[src/rtl/dm_store_buffer.sv]
// dm_store_buffer: posted-write store FIFO between the MEM stage and a handshaked data memory.
// Define DM_STORE_BUFFER_FWD_EN to let loads that hit a buffered store complete without stalling.
module dm_store_buffer #(
    parameter int DEPTH = 4
) (
    input  logic        clk,
    input  logic        reset,
    input  logic        cpu_dm_r,
    input  logic        cpu_dm_w,
    input  logic [31:0] cpu_addr,
    input  logic [31:0] cpu_w_data,
    output logic [31:0] cpu_r_data,
    output logic        cpu_stall,
    output logic        mem_req,
    output logic        mem_we,
    output logic [31:0] mem_addr,
    output logic [31:0] mem_w_data,
    input  logic        mem_ack,
    input  logic [31:0] mem_r_data,
    output logic        buf_empty
);

    localparam int          AW       = $clog2(DEPTH);
    localparam logic [AW:0] FULL_CNT = (AW+1)'(DEPTH);

    localparam logic [1:0] IDLE    = 2'd0;
    localparam logic [1:0] RD      = 2'd1;
    localparam logic [1:0] RD_DONE = 2'd2;

    logic [1:0]    state_q;
    logic [AW-1:0] head_q;
    logic [AW-1:0] tail_q;
    logic [AW:0]   count_q;
    logic [29:0]   addr_buf [DEPTH];
    logic [31:0]   data_buf [DEPTH];
    logic [31:0]   rd_addr_q;
    logic [31:0]   rd_data_q;

    logic        drain;
    logic        rd_issue;
    logic        push;
    logic        pop;
    logic        is_load;
    logic        hit;
    logic        load_miss;
    logic [31:0] fwd_data;
    logic        unused_addr_lsb;

    assign drain     = (count_q != '0);
    assign rd_issue  = (state_q == RD) && !drain;
    assign pop       = drain && mem_ack;
    // Full test deliberately ignores a same-cycle pop so the accept path never depends on mem_ack.
    assign push      = (state_q == IDLE) && cpu_dm_w && (count_q < FULL_CNT);
    assign is_load   = (state_q == IDLE) && cpu_dm_r && !cpu_dm_w;
    assign load_miss = is_load && !hit;

`ifdef DM_STORE_BUFFER_FWD_EN
    // Walk oldest to youngest so the last match left standing is the youngest store.
    always_comb begin
        logic [AW-1:0] idx;
        logic          match;
        idx      = head_q;
        match    = 1'b0;
        fwd_data = '0;
        for (int i = 0; i < DEPTH; i++) begin
            idx = head_q + AW'(i);
            if (((AW+1)'(i) < count_q) && (addr_buf[idx] == cpu_addr[31:2])) begin
                match    = 1'b1;
                fwd_data = data_buf[idx];
            end
        end
        hit = is_load && match;
    end
`else
    assign hit      = 1'b0;
    assign fwd_data = '0;
`endif

    assign mem_req    = drain || rd_issue;
    assign mem_we     = drain;
    assign mem_addr   = drain ? {addr_buf[head_q], 2'b00} : (rd_issue ? rd_addr_q : '0);
    assign mem_w_data = drain ? data_buf[head_q] : '0;
    assign buf_empty  = !drain;

    assign cpu_stall  = (state_q == RD) || load_miss || ((state_q == IDLE) && cpu_dm_w && !push);
    assign cpu_r_data = hit ? fwd_data : rd_data_q;

    assign unused_addr_lsb = ^cpu_addr[1:0];

    always_ff @(posedge clk) begin
        if (push) begin
            addr_buf[tail_q] <= cpu_addr[31:2];
            data_buf[tail_q] <= cpu_w_data;
        end
    end

    always_ff @(posedge clk) begin
        if (reset) begin
            state_q   <= IDLE;
            head_q    <= '0;
            tail_q    <= '0;
            count_q   <= '0;
            rd_addr_q <= '0;
            rd_data_q <= '0;
        end else begin
            if (push) tail_q <= tail_q + AW'(1);
            if (pop)  head_q <= head_q + AW'(1);
            if (push && !pop)
                count_q <= count_q + (AW+1)'(1);
            else if (pop && !push)
                count_q <= count_q - (AW+1)'(1);

            case (state_q)
                IDLE: begin
                    if (load_miss) begin
                        rd_addr_q <= {cpu_addr[31:2], 2'b00};
                        state_q   <= RD;
                    end
                end
                RD: begin
                    if (rd_issue && mem_ack) begin
                        rd_data_q <= mem_r_data;
                        state_q   <= RD_DONE;
                    end
                end
                default: state_q <= IDLE;
            endcase
        end
    end

endmodule

[config.mk]
export PLATFORM = sky130hd
export DESIGN_NAME = dm_store_buffer
export DESIGN_NICKNAME = d
export VERILOG_FILES = /design/src/rtl/dm_store_buffer.sv
export SDC_FILE = /design/constraint.sdc
export NUM_CORES = 1
export LEC_CHECK = 0
export BUFFER_PORTS_ARGS = -buffer_cell sky130_fd_sc_hd__buf_4
export CAP_MARGIN = 15
export CORE_MARGIN = 2
export CORE_UTILIZATION = 56
export DETAILED_ROUTE_END_ITERATION = 16
export PLACE_DENSITY = 0.89
export SKIP_CTS_REPAIR_TIMING = 1
export SYNTH_ARGS = -nofsm -noshare
export SYNTH_HDL_FRONTEND = slang
export SYNTH_SLANG_ARGS = --single-unit
[constraint.sdc]
create_clock -name clk -period 3.95 [get_ports clk]
set_clock_uncertainty 0.1 [all_clocks]
set_input_delay 0 -clock clk [delete_from_list [all_inputs] [get_ports clk]]
set_output_delay 0 -clock clk [all_outputs]
set_load 0.05 [all_outputs]
==> impl_metrics.csv, run 1 <==
group,metric,value,unit
routing,dr_wl_met2,14600,um
clocking,cts_root_buf,"clkbuf_16",
routing,vias,7394,
critical_path,critical_path_required,3.85,ns
place,place_congestion,0.737,
global_routing,grt_pass1_wl,40600,um
critical_path,arrival,2.69,ns
clocking,cts_inserted_buffers,31,
sta,period_minus_slack,2.79,ns
routing,drt_iter0_drc,616,
sta,rsz0062_at_grt,"no",
clocking,cts.sinks,321,
cells_and_area,nNetsFinal,1118,
global_routing,overflow,0,
floorplanning,die_h,154,um
synth,synth_area_leaders,"edfxtp_1, dfxtp_1, mux4_2",
synth,yosysTopAreaCell,"edfxtp_1",
synth,async_flop_share,0,%
floorplanning,die_w,154,um
hold_path,hp-class,"in -> reg",
cells_and_area,fin_cells,1314,
floorplanning,row_count,54,
power_and_ir_drop,power.leakage,0.00577,uW
power_and_ir_drop,power,11500,uW
global_routing,grt_usage,22.0,%
floorplanning,ioPinCount,201,
routing,wl_met1,11400,um
synth,syn_inst,728,
routing,drc,0,
sta,finalHoldViolCount,1,
synth,yosys_warnings,0,
routing,dr.pass1.iters,5,
clocking,cts-htree-levels,1,
routing,top_layer,"met4",
cells_and_area,design_area,0.0161,mm^2
synth,synth-edff-count,248,
sta,final-setup-viol-count,0,
synth,ys_seq_elements,321,
critical_path,path_class,"reg -> out",
synth,synth-seq-area-share,71.0,%
routing,wl_per_cell,22.0,um
routing,avgViaCountPerCell,5.63,
cells_and_area,areaGrowthSynthToFinish,28.3,%
synth,ys_types,33,
routing,finalWirelength,28900,um
power_and_ir_drop,ir_worst_vdd,0.418,mV
status,violations,"hold timing",
critical_path,worstPathMaxFanout,42,
sta,holdWs,-0.00121,ns
sta,max_slew.worst_pin.slew,1.01,ns
floorplanning,start_util,57.3,%
cells_and_area,final_layout_size_suffix_gt1_share,31.0,%
synth,synth.top_cell.area_share,59.4,%
critical_path,end_kind,"output pin",
place,placed_cells,1161,
place,port_buffers,196,
critical_path,cp-start-kind,"flip-flop",
cells_and_area,insertedDiodeCount,0,
status,status,"complete, but fails checks",
clocking,clock_latency,0.54,ns
clocking,cts.clk_slew.worst_paths,0.06,ns
synth,synthFlopType,"edfxtp_1",
synth,postSynthAreaPerCell,17.2,um^2
place,placed_area,0.0141,mm^2
sta,slew_viol_final,0,
flow_run,maxCapViolations,0,
place,dp_hpwl,14600,um
power_and_ir_drop,cellPowerDensity,715,mW/mm^2
global_routing,antenna_found_initial,0,
sta,setup_tns,0,ns
global_routing,grt_max_degree,105,
sta,fin_crit_sh,70.7,%
floorplanning,die_area,0.0236,mm^2
routing,wl_met3,2380,um
global_routing,grt_pass1_vias,7279,
clocking,cts.path.max_buffers,3,
sta,max_clock_freq,358,MHz
floorplanning,core_area,0.0219,mm^2
synth,mappedNetlistArea,0.0125,mm^2
routing,ant_nets,0,
sta,slew_headroom,32.7,%
clocking,cts_tree,"done",
-- area by class of cell --
type                    count  area (um^2)
flip-flops and latches    321         8920
fillers                  1221         5800
multi-input cells         354         3320
repair buffers            298         2490
clock buffers              39          826
well taps                 280          350
clock inverters            17          169
inverters                   5         18.8
-- worst max-delay path: stages, from the launching register on --
cell and delay [ns]:
dfxtp_1 0.38, or3_2 0.91, buf_4 0.40, a22o_1 0.25, buf_4 0.19
-- routing by layer --
| metal | vias up | track usage [%] |
|---|---|---|
| li1 | 3314 | - |
| met1 | 3676 | 28.9 |
| met2 | 361 | 38.3 |
| met3 | 43 | 4.82 |
| met4 | 0 | 4.28 |
| met5 | - | 0 |
-- state kept, by name (all words and copies together) (netlist names), named ones only --
register / count
addr_buf: 120
count_q: 3
cpu_r_data: 32
data_buf: 128
head_q: 2
rd_addr_q: 30
state_q: 2
tail_q: 2
-- Yosys cell counts (7+ instances only) --
master	instances
edfxtp_1	248
mux2i_1	35
mux4_2	62
clkbuf_1	21
buf_6	9
dfxtp_1	73
a21oi_1	32
buf_2	11
a22o_1	30
and2_1	37
nor2_1	7
nand2b_1	64
nand2_1	60
-- cells in the final DEF (no fill, tap or decap), types with 2 or more instances in the layout --
cell type | synthesis | final
buf_4 | 5 | 200
dlygate4sd3_1 | 0 | 97
a22o_1 | 30 | 30
clkbuf_16 | 0 | 31
dfxtp_1 | 73 | 71
a21oi_1 | 32 | 32
mux4_2 | 62 | 62
ha_1 | 5 | 5
nor2_1 | 7 | 7
conb_1 | 1 | 2
nand2_1 | 60 | 60
bufinv_16 | 0 | 3
inv_1 | 5 | 5
dfxtp_4 | 0 | 2
clkinv_2 | 0 | 7
edfxtp_1 | 248 | 248
o21ai_0 | 2 | 2
mux2i_1 | 35 | 35
xor2_1 | 4 | 4
clkinv_1 | 0 | 3
and2_1 | 37 | 33
nand2b_1 | 64 | 64
clkbuf_8 | 0 | 2
and2_4 | 0 | 4
clkbuf_1 | 21 | 6
clkinvlp_4 | 0 | 2
-- logic make-up after synthesis --
group | Yosys count | share of synthesized area [%]
simple gates | 177 | 7.71
mux | 97 | 13.9
fa+ha+maj | 6 | 0.658
other cells | 1 | 0.0299
xor+xnor | 5 | 0.349
compound gates | 67 | 3.64
flops | 321 | 71.0
buf+inv | 54 | 2.68
-- path summary, 6_finish.rpt --
check	start	end	slack, ns	cells past startpoint
max	count_q[0]	mem_addr[26]	1.16	4
min	reset	flip-flop	-0.001	2
max reg2reg	count_q[2]	count_q[2]	1.49	7
min reg2reg	rd_addr_q[21]	rd_addr_q[21]	0.36	2
-- power by group --
group / switching [uW] / internal, uW / leakage (uW) / total, uW
sequential: 239 / 3990 / 0.00286 / 4230
clock: 1230 / 1670 / 0.000487 / 2910
combinational: 2830 / 1540 / 0.00243 / 4370
total: 4300 / 7200 / 0.00577 / 11500
-- stage by stage --
step | setup slack [ns] | utilization, %
global route | 1.03 | 73.5
global placement | 1.61 | 64.5
floorplan | 1.09 | -
CTS | 1.12 | 69.1
detailed placement | 1.51 | 64.5
finish | 1.16 | 73.5
Power figures use the tool's default switching activity.
==> run 2, diff against run 1 <==
Clock period 3.95 ns to 2.9 ns, I/O delays scaled along.
==> impl_metrics.csv, run 2 (synthesis results as in run 1) <==
group,metric,value,unit
clocking,cts.sinks,321,
routing,dr_wl_met2,15400,um
routing,drt_iter0_drc,648,
cells_and_area,final_cell_mix,"edfxtp_1, buf_4, dlygate4sd3_1",
place,place_ws,0.592,ns
sta,max_slew.worst_pin.slew,0.954,ns
routing,ant_nets,0,
critical_path,r2r.worst_path.cells,7,
clocking,cts.clk_slew.worst_paths,0.06,ns
status,status,"complete, no violations",
hold_path,hold_path_end,"tail_q[0]",
routing,vias,7551,
cells_and_area,num-fill-cells,1191,
critical_path,ff2ff_setup_slack,0.62,ns
power_and_ir_drop,ir_worst_vdd,0.593,mV
floorplanning,start_util,57.3,%
power_and_ir_drop,power.leakage,0.00587,uW
sta,slew_viol_final,0,
sta,setup_tns,0,ns
clocking,cts_tree,"done",
routing,top_layer,"met5",
sta,max_clock_freq,389,MHz
sta,final-setup-viol-count,0,
sta,period_minus_slack,2.57,ns
cells_and_area,nNetsFinal,1134,
clocking,clock_latency,0.55,ns
floorplanning,die_area,0.0236,mm^2
critical_path,worstPathMaxFanout,22,
clocking,cts-htree-levels,1,
hold_path,whs_path_depth,2,
floorplanning,core_area,0.0219,mm^2
routing,finalWirelength,29600,um
sta,slew_headroom,36.4,%
place,place_congestion,0.729,
critical_path,cp-start-kind,"flip-flop",
place,port_buffers,196,
hold_path,hold_start,"reset",
routing,avgViaCountPerCell,5.68,
global_routing,grt_usage,22.3,%
floorplanning,die_w,154,um
critical_path,critical_path_required,2.80,ns
sta,finalHoldViolCount,0,
routing,drc,0,
clocking,cts_root_buf,"clkbuf_16",
floorplanning,die_h,154,um
routing,wl_met1,11300,um
sta,fin_crit_sh,88.7,%
global_routing,grt_pass1_vias,7414,
floorplanning,ioPinCount,201,
critical_path,r2r_end,"count_q[2]",
hold_path,hp-class,"in -> reg",
cells_and_area,final_layout_size_suffix_gt1_share,31.6,%
floorplanning,row_count,54,
cells_and_area,largest_reg_flops,128,
cells_and_area,areaGrowthSynthToFinish,29.8,%
critical_path,path_class,"reg -> out",
routing,wl_met3,2420,um
power_and_ir_drop,cellPowerDensity,970,mW/mm^2
critical_path,r2r_start,"count_q[0]",
cells_and_area,final_common_cell,"edfxtp_1",
place,dp_hpwl,16400,um
routing,dr.pass1.iters,5,
global_routing,antenna_found_initial,1,
sta,rsz0062_at_grt,"no",
global_routing,overflow,0,
flow_run,maxCapViolations,0,
cells_and_area,insertedDiodeCount,0,
routing,wl_per_cell,22.3,um
global_routing,grt_pass1_wl,40900,um
cells_and_area,largest_register,"data_buf",
clocking,cts_inserted_buffers,30,
critical_path,arrival,2.47,ns
global_routing,grt_max_degree,105,
clocking,cts.path.max_buffers,3,
critical_path,end_kind,"output pin",
sta,setup_slack,0.329,ns
[run 2: worst max-delay path by stage]
stage	end	slack, ns	depth (start not counted)
final	mem_addr[20]	0.33	4
after global routing	mem_addr[12]	0.20	4
after detailed placement	count_q[2]	0.59	7
after floorplan	addr_buf[1][0]	0.04	3
after CTS	mem_addr[11]	0.27	4
after global placement	count_q[2]	0.68	7
[run 2: routing by layer]
layer	track usage (%)	vias to the layer above
met5	0	-
met4	6.03	2
met2	38.0	374
li1	-	3359
met1	29.2	3768
met3	5.27	48
[run 2: layout make-up]
type | instances | area [um^2] | area share [%]
Timing Repair Buffer | 315 | 2680 | 16.5
Tap cell | 280 | 350 | 2.15
Clock buffer | 41 | 823 | 5.06
Multi-Input combinational cell | 354 | 3320 | 20.4
Clock inverter | 14 | 171 | 1.05
Sequential cell | 321 | 8920 | 54.7
Inverter | 5 | 18.8 | 0.115
[run 2: metrics by stage]
stage	utilization [%]	power (uW)	hold WS, ns	instances	area (um^2)
final	74.4	15800	0.00837	1330	16300
after global routing	74.4	16400	0.0203	1330	16300
after CTS	70.0	15700	-0.465	1233	15300
after detailed placement	65.4	11800	0.102	1178	14300
after global placement	65.4	11700	0.102	1178	14300
after floorplan	-	9990	-0.00113	729	12500
[run 2: report_power, final]
group	internal, uW	switching (uW)	leakage, uW
Sequential	5420	277	0.00286
Clock	2330	1630	0.000480
Combinational	2200	3940	0.00253
Total	9960	5850	0.00587
[run 2: worst max-delay path, stage by stage, from the launching register on]
cell	delay, ns
dfxtp_4	0.67
buf_4	0.32
mux4_2	0.52
a22o_1	0.22
buf_4	0.20
